<file path="src/rtl/epu_dma_pkg.sv">
// Shared types and constants for the EPU DMA master: FSM state encoding, AXI burst/size/resp codes
// and the burst-length helper used when each new burst is issued.
`ifndef AXI_ID_BITS
`define AXI_ID_BITS 4
`endif
package epu_dma_pkg;

   typedef enum logic [2:0] {
      IDLE,
      RD_ADDR,
      RD_DATA,
      WR_ADDR,
      WR_DATA,
      WR_RESP,
      FINISH
   } dma_state_e;

   localparam logic [1:0] INCR    = 2'b01;
   localparam logic [2:0] SIZE_4B = 3'b010;
   localparam logic [1:0] OKAY    = 2'b00;
   localparam logic [1:0] SLVERR  = 2'b10;

   localparam int DEF_BURST_MAX = 16;

   // Beats for the next burst: limited by words left, the burst cap and the room before the next
   // 1 KB boundary on both the source and the destination side.
   function automatic logic [4:0] burst_beats(input logic [31:0] src, input logic [31:0] dst,
                                              input logic [15:0] remaining, input logic [4:0] burst_max);
      logic [8:0]  src_room;
      logic [8:0]  dst_room;
      logic [16:0] beats;
      src_room = 9'd256 - {1'b0, src[9:2]};
      dst_room = 9'd256 - {1'b0, dst[9:2]};
      beats    = {1'b0, remaining};
      if (beats > {12'd0, burst_max}) beats = {12'd0, burst_max};
      if (beats > {8'd0, src_room})   beats = {8'd0, src_room};
      if (beats > {8'd0, dst_room})   beats = {8'd0, dst_room};
      return beats[4:0];
   endfunction

endpackage

</file>
<file path="src/rtl/epu_dma_buf.sv">
// Word buffer holding one burst between its read and write phases; pointers and count are
// cleared at the start of every burst.
module epu_dma_buf #(
   parameter  int BUF_DEPTH = 16,
   localparam int PW        = (BUF_DEPTH > 1) ? $clog2(BUF_DEPTH) : 1
) (
   input  logic        clk,
   input  logic        rst_n,
   input  logic        clr,
   input  logic        wr_en,
   input  logic [31:0] wr_data,
   input  logic        rd_en,
   output logic [31:0] rd_data,
   output logic [PW:0] count
);

   logic [31:0]   mem [BUF_DEPTH];
   logic [PW-1:0] wr_ptr;
   logic [PW-1:0] rd_ptr;

   function automatic logic [PW-1:0] ptr_inc(input logic [PW-1:0] p);
      return (p == PW'(BUF_DEPTH - 1)) ? '0 : p + 1'b1;
   endfunction

   always_ff @(posedge clk or negedge rst_n) begin
      if (!rst_n) begin
         wr_ptr <= '0;
         rd_ptr <= '0;
         count  <= '0;
      end else if (clr) begin
         wr_ptr <= '0;
         rd_ptr <= '0;
         count  <= '0;
      end else begin
         if (wr_en) wr_ptr <= ptr_inc(wr_ptr);
         if (rd_en) rd_ptr <= ptr_inc(rd_ptr);
         case ({wr_en, rd_en})
            2'b10:   count <= count + 1'b1;
            2'b01:   count <= count - 1'b1;
            default: count <= count;
         endcase
      end
   end

   // NOTE: the storage array is deliberately left without reset; every word is written before it
   // is read, so resetting it would only cost flops and routing.
   always_ff @(posedge clk) begin
      if (wr_en) mem[wr_ptr] <= wr_data;
   end

   assign rd_data = mem[rd_ptr];

endmodule

</file>
<file path="src/rtl/epu_dma_master.sv">
// AXI4 DMA master copying len_words words from src_addr to dst_addr, one burst buffered at a time.
// Defining EPU_DMA_IRQ_EN adds a sticky irq output raised on completion.
`ifndef AXI_ID_BITS
`define AXI_ID_BITS 4
`endif
module epu_dma_master
   import epu_dma_pkg::*;
#(
   parameter int BURST_MAX = DEF_BURST_MAX,
   parameter int BUF_DEPTH = 16
) (
   input  logic                    CLK,
   input  logic                    RSTn,
   input  logic                    start,
   input  logic [31:0]             src_addr,
   input  logic [31:0]             dst_addr,
   input  logic [15:0]             len_words,
   output logic                    busy,
   output logic                    done,
   output logic                    err,
   output logic [`AXI_ID_BITS-1:0] ARID_M,
   output logic [31:0]             ARADDR_M,
   output logic [3:0]              ARLEN_M,
   output logic [2:0]              ARSIZE_M,
   output logic [1:0]              ARBURST_M,
   output logic                    ARVALID_M,
   input  logic                    ARREADY_M,
   input  logic [`AXI_ID_BITS-1:0] RID_M,
   input  logic [31:0]             RDATA_M,
   input  logic [1:0]              RRESP_M,
   input  logic                    RLAST_M,
   input  logic                    RVALID_M,
   output logic                    RREADY_M,
   output logic [`AXI_ID_BITS-1:0] AWID_M,
   output logic [31:0]             AWADDR_M,
   output logic [3:0]              AWLEN_M,
   output logic [2:0]              AWSIZE_M,
   output logic [1:0]              AWBURST_M,
   output logic                    AWVALID_M,
   input  logic                    AWREADY_M,
   output logic [31:0]             WDATA_M,
   output logic [3:0]              WSTRB_M,
   output logic                    WLAST_M,
   output logic                    WVALID_M,
   input  logic                    WREADY_M,
   input  logic [`AXI_ID_BITS-1:0] BID_M,
   input  logic [1:0]              BRESP_M,
   input  logic                    BVALID_M,
   output logic                    BREADY_M
`ifdef EPU_DMA_IRQ_EN
   ,
   output logic                    irq
`endif
);

   localparam int PW = (BUF_DEPTH > 1) ? $clog2(BUF_DEPTH) : 1;

   dma_state_e  state;
   logic [31:0] src;
   logic [31:0] dst;
   logic [15:0] remaining;
   logic [4:0]  beats;

   logic        r_hs, w_hs, b_hs;
   logic        buf_clr;
   logic [31:0] buf_data;
   logic [PW:0] buf_count;
   logic [31:0] src_next, dst_next;
   logic [15:0] rem_next;

   assign r_hs     = RVALID_M && RREADY_M;
   assign w_hs     = WVALID_M && WREADY_M;
   assign b_hs     = BVALID_M && BREADY_M;
   assign buf_clr  = (state == RD_ADDR);
   assign src_next = src + {25'd0, beats, 2'b00};
   assign dst_next = dst + {25'd0, beats, 2'b00};
   assign rem_next = remaining - {11'd0, beats};

   // Single outstanding transaction, so response IDs carry no information.
   logic unused_ids;
   assign unused_ids = ^{RID_M, BID_M};

   assign ARID_M    = '0;
   assign ARADDR_M  = src;
   assign ARLEN_M   = 4'(beats - 5'd1);
   assign ARSIZE_M  = SIZE_4B;
   assign ARBURST_M = INCR;
   assign AWID_M    = '0;
   assign AWADDR_M  = dst;
   assign AWLEN_M   = 4'(beats - 5'd1);
   assign AWSIZE_M  = SIZE_4B;
   assign AWBURST_M = INCR;
   assign WDATA_M   = buf_data;
   assign WSTRB_M   = 4'hF;

   epu_dma_buf #(.BUF_DEPTH(BUF_DEPTH)) u_buf (
      .clk     (CLK),
      .rst_n   (RSTn),
      .clr     (buf_clr),
      .wr_en   (r_hs),
      .wr_data (RDATA_M),
      .rd_en   (w_hs),
      .rd_data (buf_data),
      .count   (buf_count)
   );

   // NOTE: all state and every VALID/READY/status output update with non-blocking assignments in
   // this one clocked block, so no READY input can reach a VALID output combinationally.
   always_ff @(posedge CLK or negedge RSTn) begin
      if (!RSTn) begin
         state     <= IDLE;
         src       <= '0;
         dst       <= '0;
         remaining <= '0;
         beats     <= '0;
         busy      <= 1'b0;
         done      <= 1'b0;
         err       <= 1'b0;
         ARVALID_M <= 1'b0;
         RREADY_M  <= 1'b0;
         AWVALID_M <= 1'b0;
         WVALID_M  <= 1'b0;
         WLAST_M   <= 1'b0;
         BREADY_M  <= 1'b0;
`ifdef EPU_DMA_IRQ_EN
         irq       <= 1'b0;
`endif
      end else begin
         case (state)
            IDLE: if (start) begin
               err  <= 1'b0;
               busy <= 1'b1;
`ifdef EPU_DMA_IRQ_EN
               irq  <= 1'b0;
`endif
               if (len_words != 16'd0) begin
                  src       <= src_addr;
                  dst       <= dst_addr;
                  remaining <= len_words;
                  beats     <= burst_beats(src_addr, dst_addr, len_words, 5'(BURST_MAX));
                  ARVALID_M <= 1'b1;
                  state     <= RD_ADDR;
               end else begin
                  done  <= 1'b1;
                  state <= FINISH;
               end
            end
            RD_ADDR: if (ARREADY_M) begin
               ARVALID_M <= 1'b0;
               RREADY_M  <= 1'b1;
               state     <= RD_DATA;
            end
            RD_DATA: if (r_hs) begin
               if (RRESP_M != OKAY) err <= 1'b1;
               if (RLAST_M) begin
                  RREADY_M  <= 1'b0;
                  AWVALID_M <= 1'b1;
                  state     <= WR_ADDR;
               end
            end
            WR_ADDR: if (AWREADY_M) begin
               AWVALID_M <= 1'b0;
               WVALID_M  <= 1'b1;
               WLAST_M   <= (beats == 5'd1);
               state     <= WR_DATA;
            end
            WR_DATA: if (w_hs) begin
               if (WLAST_M) begin
                  WVALID_M <= 1'b0;
                  WLAST_M  <= 1'b0;
                  BREADY_M <= 1'b1;
                  state    <= WR_RESP;
               end else begin
                  // Two words left before this beat leaves means the next beat is the last.
                  WLAST_M <= (buf_count == (PW + 1)'(2));
               end
            end
            WR_RESP: if (b_hs) begin
               BREADY_M  <= 1'b0;
               src       <= src_next;
               dst       <= dst_next;
               remaining <= rem_next;
               if (err || (BRESP_M != OKAY) || (rem_next == 16'd0)) begin
                  if (BRESP_M != OKAY) err <= 1'b1;
                  done  <= 1'b1;
                  state <= FINISH;
               end else begin
                  beats     <= burst_beats(src_next, dst_next, rem_next, 5'(BURST_MAX));
                  ARVALID_M <= 1'b1;
                  state     <= RD_ADDR;
               end
            end
            FINISH: begin
               done  <= 1'b0;
               busy  <= 1'b0;
`ifdef EPU_DMA_IRQ_EN
               irq   <= 1'b1;
`endif
               state <= IDLE;
            end
            default: state <= IDLE;
         endcase
      end
   end

endmodule
</file>
<file path="config.mk">
export PLATFORM = sky130hd
export DESIGN_NAME = epu_dma_master
export DESIGN_NICKNAME = d
export VERILOG_FILES = /design/src/rtl/epu_dma_pkg.sv /design/src/rtl/epu_dma_buf.sv /design/src/rtl/epu_dma_master.sv
export SDC_FILE = /design/constraint.sdc
export NUM_CORES = 1
export LEC_CHECK = 0
export ABC_CLOCK_PERIOD_IN_PS = 5480
export CAP_MARGIN = 20
export CORE_MARGIN = 4
export CORE_UTILIZATION = 42
export DETAILED_ROUTE_END_ITERATION = 6
export PLACE_DENSITY = 0.65
export SLEW_MARGIN = 20
export SYNTH_ARGS = -nofsm -noshare
export SYNTH_HDL_FRONTEND = slang
export SYNTH_HIERARCHICAL = 1
export SYNTH_SLANG_ARGS = --single-unit
</file>
<file path="constraint.sdc">
create_clock -name CLK -period 5.48 [get_ports CLK]
set_input_delay 1.096 -clock CLK [delete_from_list [all_inputs] [get_ports CLK]]
set_output_delay 1.096 -clock CLK [all_outputs]
set_load 0.02 [all_outputs]
</file>
==> metrics.csv, run 1 <==
metric,value,unit
status,"complete, but fails checks",
violations,setup timing,
synth_area_per_cell,13.7,um2
synth_top_cell_area_share,53.4,%
wirelength,79.3,mm
synth_cells,2107,
drv_slew,0,
grt-ovfl-total,0,
die_h,270,um
hold_end,ARADDR_M[1]$_DFFE_PN0P_,
yosysWarnings,6,
critPathMaxFanout,6,
synth_edf_count,512,
clk_pin_slew_worst_paths,60,ps
power-per-cell-area,620,nW/um2
p_leak,12.6,nW
ys.flop_type,edfxtp_1,
hold_class,reg -> reg,
htreeDepth,3,
grt_usage,21.4,%
max-vdd-ir-drop,551,uV
hold_path_depth,2,
setup_ws,-420,ps
worstSetupPathType,reg -> reg,
first_iter_violations,1702,
seqPwrFrac,29.1,%
synthTopCellsByArea,"edfxtp_1 53%, dfrtp_1 9.6%, mux2i_1 5.1%, mux4_2 4.9%, ha_1 2.8%",
min_from,ARADDR_M[1]$_DFFE_PN0P_,
cts_tree,yes,
syn_area,28800,um2
yosysTopAreaCell,edfxtp_1,
reg2regPathDepth,26,
fin_hold_ws,479,ps
wl_met2,39.8,mm
clockPowerShare,20.7,%
wl_per_cell,23.5,um
met3_length,4.79,mm
async_reset_ff_share,17.7,%
drc,0,
rrSetupSlack,-420,ps
finalCriticalPeriod,5900,ps
die_x,270,um
gp_congestion,0.924,
syn_to_final_growth,23.0,%
numCtsBuffers,68,
setup_viol,5,
dr.pass1.iters,6,
slew_headroom,28.7,%
finClkSkew,33.4,ps
min_period_over_period,108,%
rr_startpoint,remaining[0]$_DFFE_PN0P_,
dieArea,72800,um2
total_power,21.9,mW
grt_setup_unrepaired,true,
layout.nets,2648,
initial_core_util,42.6,%
via_per_inst,5.87,
startpoint_type,register,
dpl.hpwl,48.9,mm
cp.required,6010,ps
antenna_left,0,
clk_latency,610,ps
p_int,13.4,mW
top_layer_used,met5,
grt_max_degree,77,
ys_top_cells_by_count,"512 x edfxtp_1, 148 x mux2i_1, 145 x nand2_1, 138 x nor2_1, 117 x a21oi_1",
io_pins,268,
drive_above_1_share,15.9,%
worstPathArrival,6430,ps
grt_pass1_wl,122,mm
cts-root-buf,clkbuf_16,
cts_buffer_depth,3,
maxCapViolations,0,
synth-seq-cells,622,
sw_frac_of_total,39.0,%
p_sw,8.56,mW
synth.distinct_cells,82,
post-route-util,52.4,%
cts_hold_buffers,0,
grt_pass1_vias,19943,
port_buffers,237,
r2r_end,beats[2]$_DFFE_PN0P_,
core,67500,um2
endpoint_kind,register,
tightest_slew,1070,ps
pwr-share-comb,50.2,%
synth.most_common_cell,edfxtp_1,
clock-sinks,622,
finalHoldViolCount,0,
drt-met1-wl,32.3,mm
antenna_found_initial,4,
ys_seq_area_share,63.0,%
rows,95,
max_freq,169,MHz
via_count,19813,
## routing by layer
| layer | vias to the layer above | global-route usage, % |
|---|---|---|
| li1 | 8845 | - |
| met1 | 10098 | 27.3 |
| met2 | 713 | 37.1 |
| met3 | 153 | 4.18 |
| met4 | 4 | 6.46 |
| met5 | - | 0 |
## power groups by stage
stage	Combinational, mW	Sequential, mW	Clock, mW
final	11.0	6.37	4.54
after global routing	11.9	6.45	4.87
after CTS	10.5	6.36	4.64
after detailed placement	9.95	6.45	0
after global placement	9.78	6.41	0
after floorplan	6.11	6.48	0
## cells by family (layout without fill, tap and decap cells)
group,count (synthesis),count (layout),share of synthesized area (%)
fa+ha+maj,67,67,2.99
xor+xnor,40,40,1.22
other cells,2,32,0.0261
mux,215,215,10.3
compound gates,486,487,11.1
simple gates,482,482,7.98
buf+inv,193,557,3.40
flops,622,622,63.0
## timing repair
action,in CTS,in global routing
gates resized for setup,31,20
endpoints found under the setup margin,5,5
gates cloned,1,0
pin swaps,21,15
setup buffers,8,3
## worst max-delay path by stage
stage | from | end | slack [ps] | depth (start not counted)
2_1_floorplan | beats[0]$_DFFE_PN0P_ | beats[0]$_DFFE_PN0P_ | -200 | 24
3_5_place_dp | remaining[0]$_DFFE_PN0P_ | beats[2]$_DFFE_PN0P_ | -380 | 28
6_report | remaining[0]$_DFFE_PN0P_ | beats[2]$_DFFE_PN0P_ | -420 | 26
5_1_grt | remaining[0]$_DFFE_PN0P_ | beats[2]$_DFFE_PN0P_ | -600 | 26
3_3_place_gp | remaining[0]$_DFFE_PN0P_ | beats[1]$_DFFE_PN0P_ | -290 | 26
4_1_cts | remaining[0]$_DFFE_PN0P_ | beats[2]$_DFFE_PN0P_ | -340 | 26
## flip-flops by register name, summed over array words and instances, names as in the netlist, 3 cells and up
signal / count
remaining: 16
state: 3
beats: 5
u_buf/wr_ptr: 4
u_buf/mem: 512
AWADDR_M: 32
u_buf/rd_ptr: 4
u_buf/count: 5
ARADDR_M: 32
## through the flow
stage / setup WS (ps) / cells / area [um2] / setup TNS, ps
5_1_grt: -601 / 3374 / 35400 / -2880
3_5_place_dp: -377 / 3239 / 32800 / -1730
2_1_floorplan: -197 / 2135 / 28900 / -432
3_3_place_gp: -286 / 3239 / 32800 / -1310
4_1_cts: -340 / 3369 / 35200 / -1440
6_report: -420 / 3375 / 35400 / -1880
## critical path: stages, from the launching register on
cell and delay (ps):
dfrtp_1 370, inv_2 80, ha_4 140, inv_2 30, fa_2 340, a211o_4 370
a21oi_4 190, mux2_4 320, nand4bb_4 200, or4_4 590, nor2_2 120, ha_1 270
o21ai_2 170, a21oi_2 50, o31ai_2 210, a221o_2 350, nand2b_4 100, buf_4 150
o22a_2 220, ha_4 280, nand3_2 70, o32a_1 370, o31a_1 210, nand2_1 120
o21ai_1 70, mux2_4 260, a31oi_1 130
## layout make-up
type | count | area, um2
Fill cell | 5545 | 32100
Sequential cell | 622 | 18100
Multi-Input combinational cell | 1321 | 10200
Timing Repair Buffer | 388 | 3540
Clock buffer | 82 | 1780
Tap cell | 873 | 1090
Clock inverter | 40 | 442
Inverter | 47 | 176
Antenna cell | 2 | 5.00
## cells in the final DEF (no fill, tap or decap), drive strengths merged, types with 7 or more instances in the layout
cell type and instances:
nor4 14, a211oi 7, clkdlybuf4s50 236, ha 64, and3 14, a22oi 36
or3 17, and2 13, inv 49, or4 8, a211o 8, mux2i 148
nand2 145, clkbuf 82, a31oi 16, clkinv 29, conb 30, a21oi 118
or2 10, bufinv 7, o31ai 8, nand2b 16, o22ai 51, xor2 19
nor2 138, o21a 10, nand3 40, nor3 34, a21o 12, o21ai 102
buf 152, mux4 64, xnor2 21, a221oi 65, edfxtp 512, dfrtp 110
nor2b 12
Note: power is estimated with default switching activity, not from simulation.
==> run 2: changes to the inputs <==
Settings changed: CAP_MARGIN 20 to not set, CORE_ASPECT_RATIO set to 0.75.
==> metrics.csv, run 2 (synthesized netlist as in run 1, its figures left out) <==
metric,value,unit
reg2regPathDepth,27,
cts-root-buf,clkbuf_16,
post-route-util,52.2,%
via_per_inst,5.85,
setup_ws,-432,ps
r2r_end,beats[0]$_DFFE_PN0P_,
top_register,u_buf/mem,
p_leak,12.5,nW
maxCapViolations,0,
min_from,ARADDR_M[0]$_DFFE_PN0P_,
place_area,33000,um2
seqPwrFrac,30.2,%
die_x,310,um
endpoint_kind,register,
core,67300,um2
cts_tree,yes,
fill_cells,5590,
clk_pin_slew_worst_paths,70,ps
sw_frac_of_total,39.3,%
finalHoldViolCount,0,
grt_pass1_wl,120,mm
layout_commonest_cell,edfxtp_1,
largest_reg_flops,512,
rrSetupSlack,-430,ps
gp_congestion,0.880,
min_period_over_period,108,%
max_freq,169,MHz
dr.pass1.iters,7,
p_sw,8.29,mW
grt-ovfl-total,0,
clockPowerShare,19.3,%
finalCriticalPeriod,5910,ps
finClkSkew,15.3,ps
grt_max_degree,67,
first_iter_violations,1863,
hold_class,reg -> reg,
grt_usage,21.3,%
drc,0,
hold_end,ARADDR_M[0]$_DFFE_PN0P_,
final_cell_mix,"512 x edfxtp_1, 236 x clkdlybuf4s50_1, 156 x buf_4, 147 x mux2i_1, 145 x nand2_1",
syn_to_final_growth,22.0,%
worstSetupPathType,reg -> reg,
numCtsBuffers,60,
wl_per_cell,23.3,um
via_count,19810,
pwr-share-comb,50.4,%
violations,setup timing,
antenna_left,0,
cts_buffer_depth,3,
slew_headroom,33.6,%
die_h,235,um
hold_path_depth,2,
final_area,35100,um2
grt_pass1_vias,19762,
grt_setup_unrepaired,true,
max-vdd-ir-drop,478,uV
cp_slowest_cell,or4_4,
port_buffers,237,
drive_above_1_share,15.4,%
rr_startpoint,remaining[0]$_DFFE_PN0P_,
clock-sinks,622,
dieArea,72800,um2
setup_viol,5,
startpoint_type,register,
critPathMaxFanout,5,
dpl.hpwl,50.3,mm
tightest_slew,995,ps
worstPathArrival,6390,ps
cpPeakStageDelay,620,ps
clk_latency,630,ps
htreeDepth,2,
cp.required,5950,ps
cts_hold_buffers,0,
layout.nets,2652,
wirelength,79.0,mm
status,"complete, but fails checks",
drv_slew,0,
power-per-cell-area,601,nW/um2
p_int,12.8,mW
antenna_found_initial,2,
io_pins,268,
initial_core_util,42.8,%
rows,82,
-- run 2: timing repair --
item / in CTS / in global routing
gates cloned: 2 / 0
resized for setup: 10 / 16
buffers inserted: 6 / 2
pin swaps: 7 / 11
setup endpoints to repair: 5 / 5
-- run 2: metal layers --
metal | global-route usage, % | vias to the layer above | share of wire (%) | wire, um
met5 | 0 | - | 0.015 | 12
met4 | 5.57 | 2 | 2.4 | 1930
met3 | 3.12 | 141 | 6.3 | 5000
met2 | 33.8 | 726 | 47 | 37000
met1 | 30.8 | 10094 | 44 | 35000
li1 | - | 8847 | - | -
-- run 2: final cells by class --
class / instances / area (um2) / area share, %
clock buffers: 75 / 1560 / 4.44
repair buffers: 399 / 3660 / 10.4
flip-flops and latches: 622 / 18100 / 51.6
multi-input cells: 1322 / 10100 / 28.8
well taps: 882 / 1100 / 3.14
clock inverters: 37 / 380 / 1.08
inverters: 47 / 176 / 0.502
diodes: 1 / 2.50 / 0.00713
-- run 2: worst max path at each step --
stage                                        start                    to  slack (ps)  cells after the start
final                     remaining[0]$_DFFE_PN0P_  beats[0]$_DFFE_PN0P_        -430                     27
after global routing      remaining[0]$_DFFE_PN0P_  beats[2]$_DFFE_PN0P_        -640                     25
after CTS                     beats[0]$_DFFE_PN0P_  beats[0]$_DFFE_PN0P_        -290                     26
after detailed placement  remaining[0]$_DFFE_PN0P_  beats[1]$_DFFE_PN0P_        -340                     24
after global placement    remaining[0]$_DFFE_PN0P_  beats[1]$_DFFE_PN0P_        -330                     24
after floorplan               beats[0]$_DFFE_PN0P_  beats[0]$_DFFE_PN0P_        -200                     24
-- run 2: power groups by stage --
stage	Clock (mW)	Combinational [mW]	Sequential, mW
4_1_cts	4.17	10.3	6.37
3_3_place_gp	0	9.82	6.43
2_1_floorplan	0	6.11	6.48
5_1_grt	4.37	11.5	6.46
6_report	4.08	10.6	6.38
3_5_place_dp	0	10.0	6.45
-- run 2: per-stage QoR --
stage	hold WS [ps]	instances	total power [mW]	setup WS (ps)	TNS [ps]
2_1_floorplan	502	2135	12.6	-197	-432
3_3_place_gp	459	3262	16.2	-327	-1460
3_5_place_dp	474	3262	16.4	-342	-1510
4_1_cts	489	3382	20.8	-286	-1270
5_1_grt	501	3385	22.3	-643	-2950
6_report	482	3385	21.1	-432	-1930
-- run 2: worst max-delay path: cells and delay by family (launching register included) --
| kind | cells | cell delay, ps |
|---|---|---|
| AOI/OAI and AO/OA | 11 | 2070 |
| adders and majority gates | 4 | 860 |
| buffers and inverters | 4 | 430 |
| DFF | 1 | 370 |
| muxes | 1 | 330 |
| and+or+nand+nor | 7 | 1690 |
==> run 3: changes to the inputs <==
Settings changed: CTS_CLUSTER_SIZE set to 25, SYNTH_HIERARCHICAL 1 to not set.
==> metrics.csv, run 3 <==
metric,value,unit
status,"complete, no violations",
p_int,12.3,mW
p_leak,12.0,nW
layout.nets,2588,
gp_congestion,0.858,
die_x,309,um
dieArea,72100,um2
sw_frac_of_total,38.7,%
synth-seq-cells,622,
hold_class,reg -> reg,
grt_pass1_wl,115,mm
drc,0,
finalHoldViolCount,0,
worstSetupPathType,reg -> reg,
grt-ovfl-total,0,
ys.flop_type,edfxtp_1,
fin_tns_setup,0,ps
grt_usage,20.9,%
drv_slew,0,
final_cell_mix,"512 x edfxtp_1, 236 x clkdlybuf4s50_1, 176 x nand2_1, 135 x o21ai_0, 117 x a21oi_1",
layout_commonest_cell,edfxtp_1,
syn_to_final_growth,21.2,%
wl_per_cell,23.2,um
io_pins,268,
first_iter_violations,1806,
synth.most_common_cell,edfxtp_1,
synth_edf_count,512,
synth_area_per_cell,13.6,um2
yosysWarnings,0,
setup_viol,0,
die_h,234,um
power-per-cell-area,580,nW/um2
synth_cells,2090,
largest_reg_flops,512,
synthTopCellsByArea,"edfxtp_1 54%, dfrtp_1 9.7%, mux4_2 5.1%, mux2i_1 4.0%, ha_1 2.9%",
seqPwrFrac,32.2,%
grt_pass1_vias,18639,
clk_latency,660,ps
port_buffers,237,
antenna_found_initial,5,
core,67000,um2
dr.pass1.iters,5,
ys_top_cells_by_count,"512 x edfxtp_1, 178 x nand2_1, 138 x o21ai_0, 125 x a21oi_1, 115 x mux2i_1",
pwr-share-comb,46.9,%
cp.required,6000,ps
endpoint_kind,register,
p_sw,7.75,mW
rows,82,
tightest_slew,1110,ps
via_per_inst,5.73,
antenna_left,0,
finalCriticalPeriod,5320,ps
grt_max_degree,82,
syn_area,28500,um2
htreeDepth,2,
finClkSkew,48.4,ps
cts_buffer_depth,3,
met2_usage,32.0,%
total_power,20.0,mW
clk_pin_slew_worst_paths,60,ps
max-vdd-ir-drop,384,uV
globalRouteMet1Util,31.0,%
rrSetupSlack,160,ps
grtUsageMet3,3.92,%
critPathMaxFanout,6,
grt_busiest_layer,met2,
clockPowerShare,20.9,%
clock-sinks,622,
ys_seq_area_share,63.6,%
dpl.hpwl,49.3,mm
drive_above_1_share,14.9,%
numCtsBuffers,61,
slew_headroom,25.8,%
initial_core_util,42.5,%
min_period_over_period,97.1,%
cts_tree,yes,
synth_top_cell_area_share,54.0,%
worstPathArrival,5840,ps
fill_cells,5573,
max_freq,188,MHz
cts_hold_buffers,0,
via_count,19037,
cts-root-buf,clkbuf_16,
wirelength,77.1,mm
top_register,u_buf.mem,
fin_hold_ws,476,ps
yosysTopAreaCell,edfxtp_1,
startpoint_type,register,
maxCapViolations,0,
async_reset_ff_share,17.7,%
synth.distinct_cells,74,
## run 3: power by group through the flow
| stage | combinational (mW) | clock, mW | sequential, mW |
|---|---|---|---|
| CTS | 8.90 | 4.26 | 6.42 |
| finish | 9.39 | 4.18 | 6.44 |
| floorplan | 5.39 | 0 | 6.60 |
| global placement | 8.55 | 0 | 6.48 |
| global route | 10.2 | 4.48 | 6.52 |
| detailed placement | 8.73 | 0 | 6.51 |
## run 3: final timing paths
kind	cells past startpoint	end	from
worst max-delay path	26	beats[1]$_DFFE_PN0P_	remaining[0]$_DFFE_PN0P_
worst min-delay path	2	AWADDR_M[1]$_DFFE_PN0P_	AWADDR_M[1]$_DFFE_PN0P_
worst max register to register	26	beats[1]$_DFFE_PN0P_	remaining[0]$_DFFE_PN0P_
worst min register to register	2	AWADDR_M[1]$_DFFE_PN0P_	AWADDR_M[1]$_DFFE_PN0P_
max in group asynchronous	2	ARADDR_M[27]$_DFFE_PN0P_	RSTn
min in group asynchronous	1	AWADDR_M[4]$_DFFE_PN0P_	RSTn
## run 3: layout make-up
cell class	instances	area, um2	share of cell area [%]
sequential	622	18100	52.6
clock inverter	45	435	1.26
clock buffer	71	1570	4.56
multi-input combinational	1321	9930	28.8
antenna	3	7.51	0.0218
tap	882	1100	3.20
timing repair buffer	336	3150	9.14
inverter	44	165	0.479
## run 3: repair_timing
| action | CTS | global route |
|---|---|---|
| gates resized for setup | 12 | 39 |
| buffers inserted | 0 | 5 |
| pin swaps | 3 | 20 |
| gates cloned | 0 | 0 |
| endpoints found under the setup margin | 5 | 5 |
## run 3: worst max-delay path, stage by stage, from the launching register on
cell	delay, ps
dfrtp_1	350
inv_1	50
ha_1	220
fa_2	360
nand2b_4	180
a21oi_4	170
o211ai_1	110
nor4_2	210
and3_4	240
inv_1	90
nor2_1	110
ha_1	260
o21ai_2	140
a21oi_2	50
o41ai_2	330
a21o_2	290
buf_4	140
buf_4	120
nor2_2	40
ha_1	320
a21o_1	190
a21oi_2	220
a21o_1	190
a21oi_1	70
buf_4	160
or4_1	420
a31oi_1	210
## run 3: logic make-up after synthesis
logic type | share of synthesized area, %
AO/OA/AOI/OAI | 10.3
adder cells (fa/ha/maj) | 3.14
AND/OR/NAND/NOR | 8.24
flip-flops | 63.6
other | 0.0264
buffers and inverters | 2.82
XOR/XNOR | 1.60
multiplexers | 10.3
## run 3: through the flow
step / cell area (um2) / instances / utilization [%] / setup WS [ps]
detailed placement: 32200 / 3200 / 48.1 / -321
global route: 34500 / 3321 / 51.5 / -36.7
finish: 34500 / 3324 / 51.5 / 162
floorplan: 28600 / 2118 / - / 163
CTS: 34300 / 3316 / 51.2 / 18.7
global placement: 32200 / 3200 / 48.1 / -160
## run 3: per-layer routing
layer / routed length, um / vias up
met5: 41 / -
met3: 4970 / 98
li1: - / 8619
met4: 1360 / 6
met1: 35300 / 9681
met2: 35400 / 633
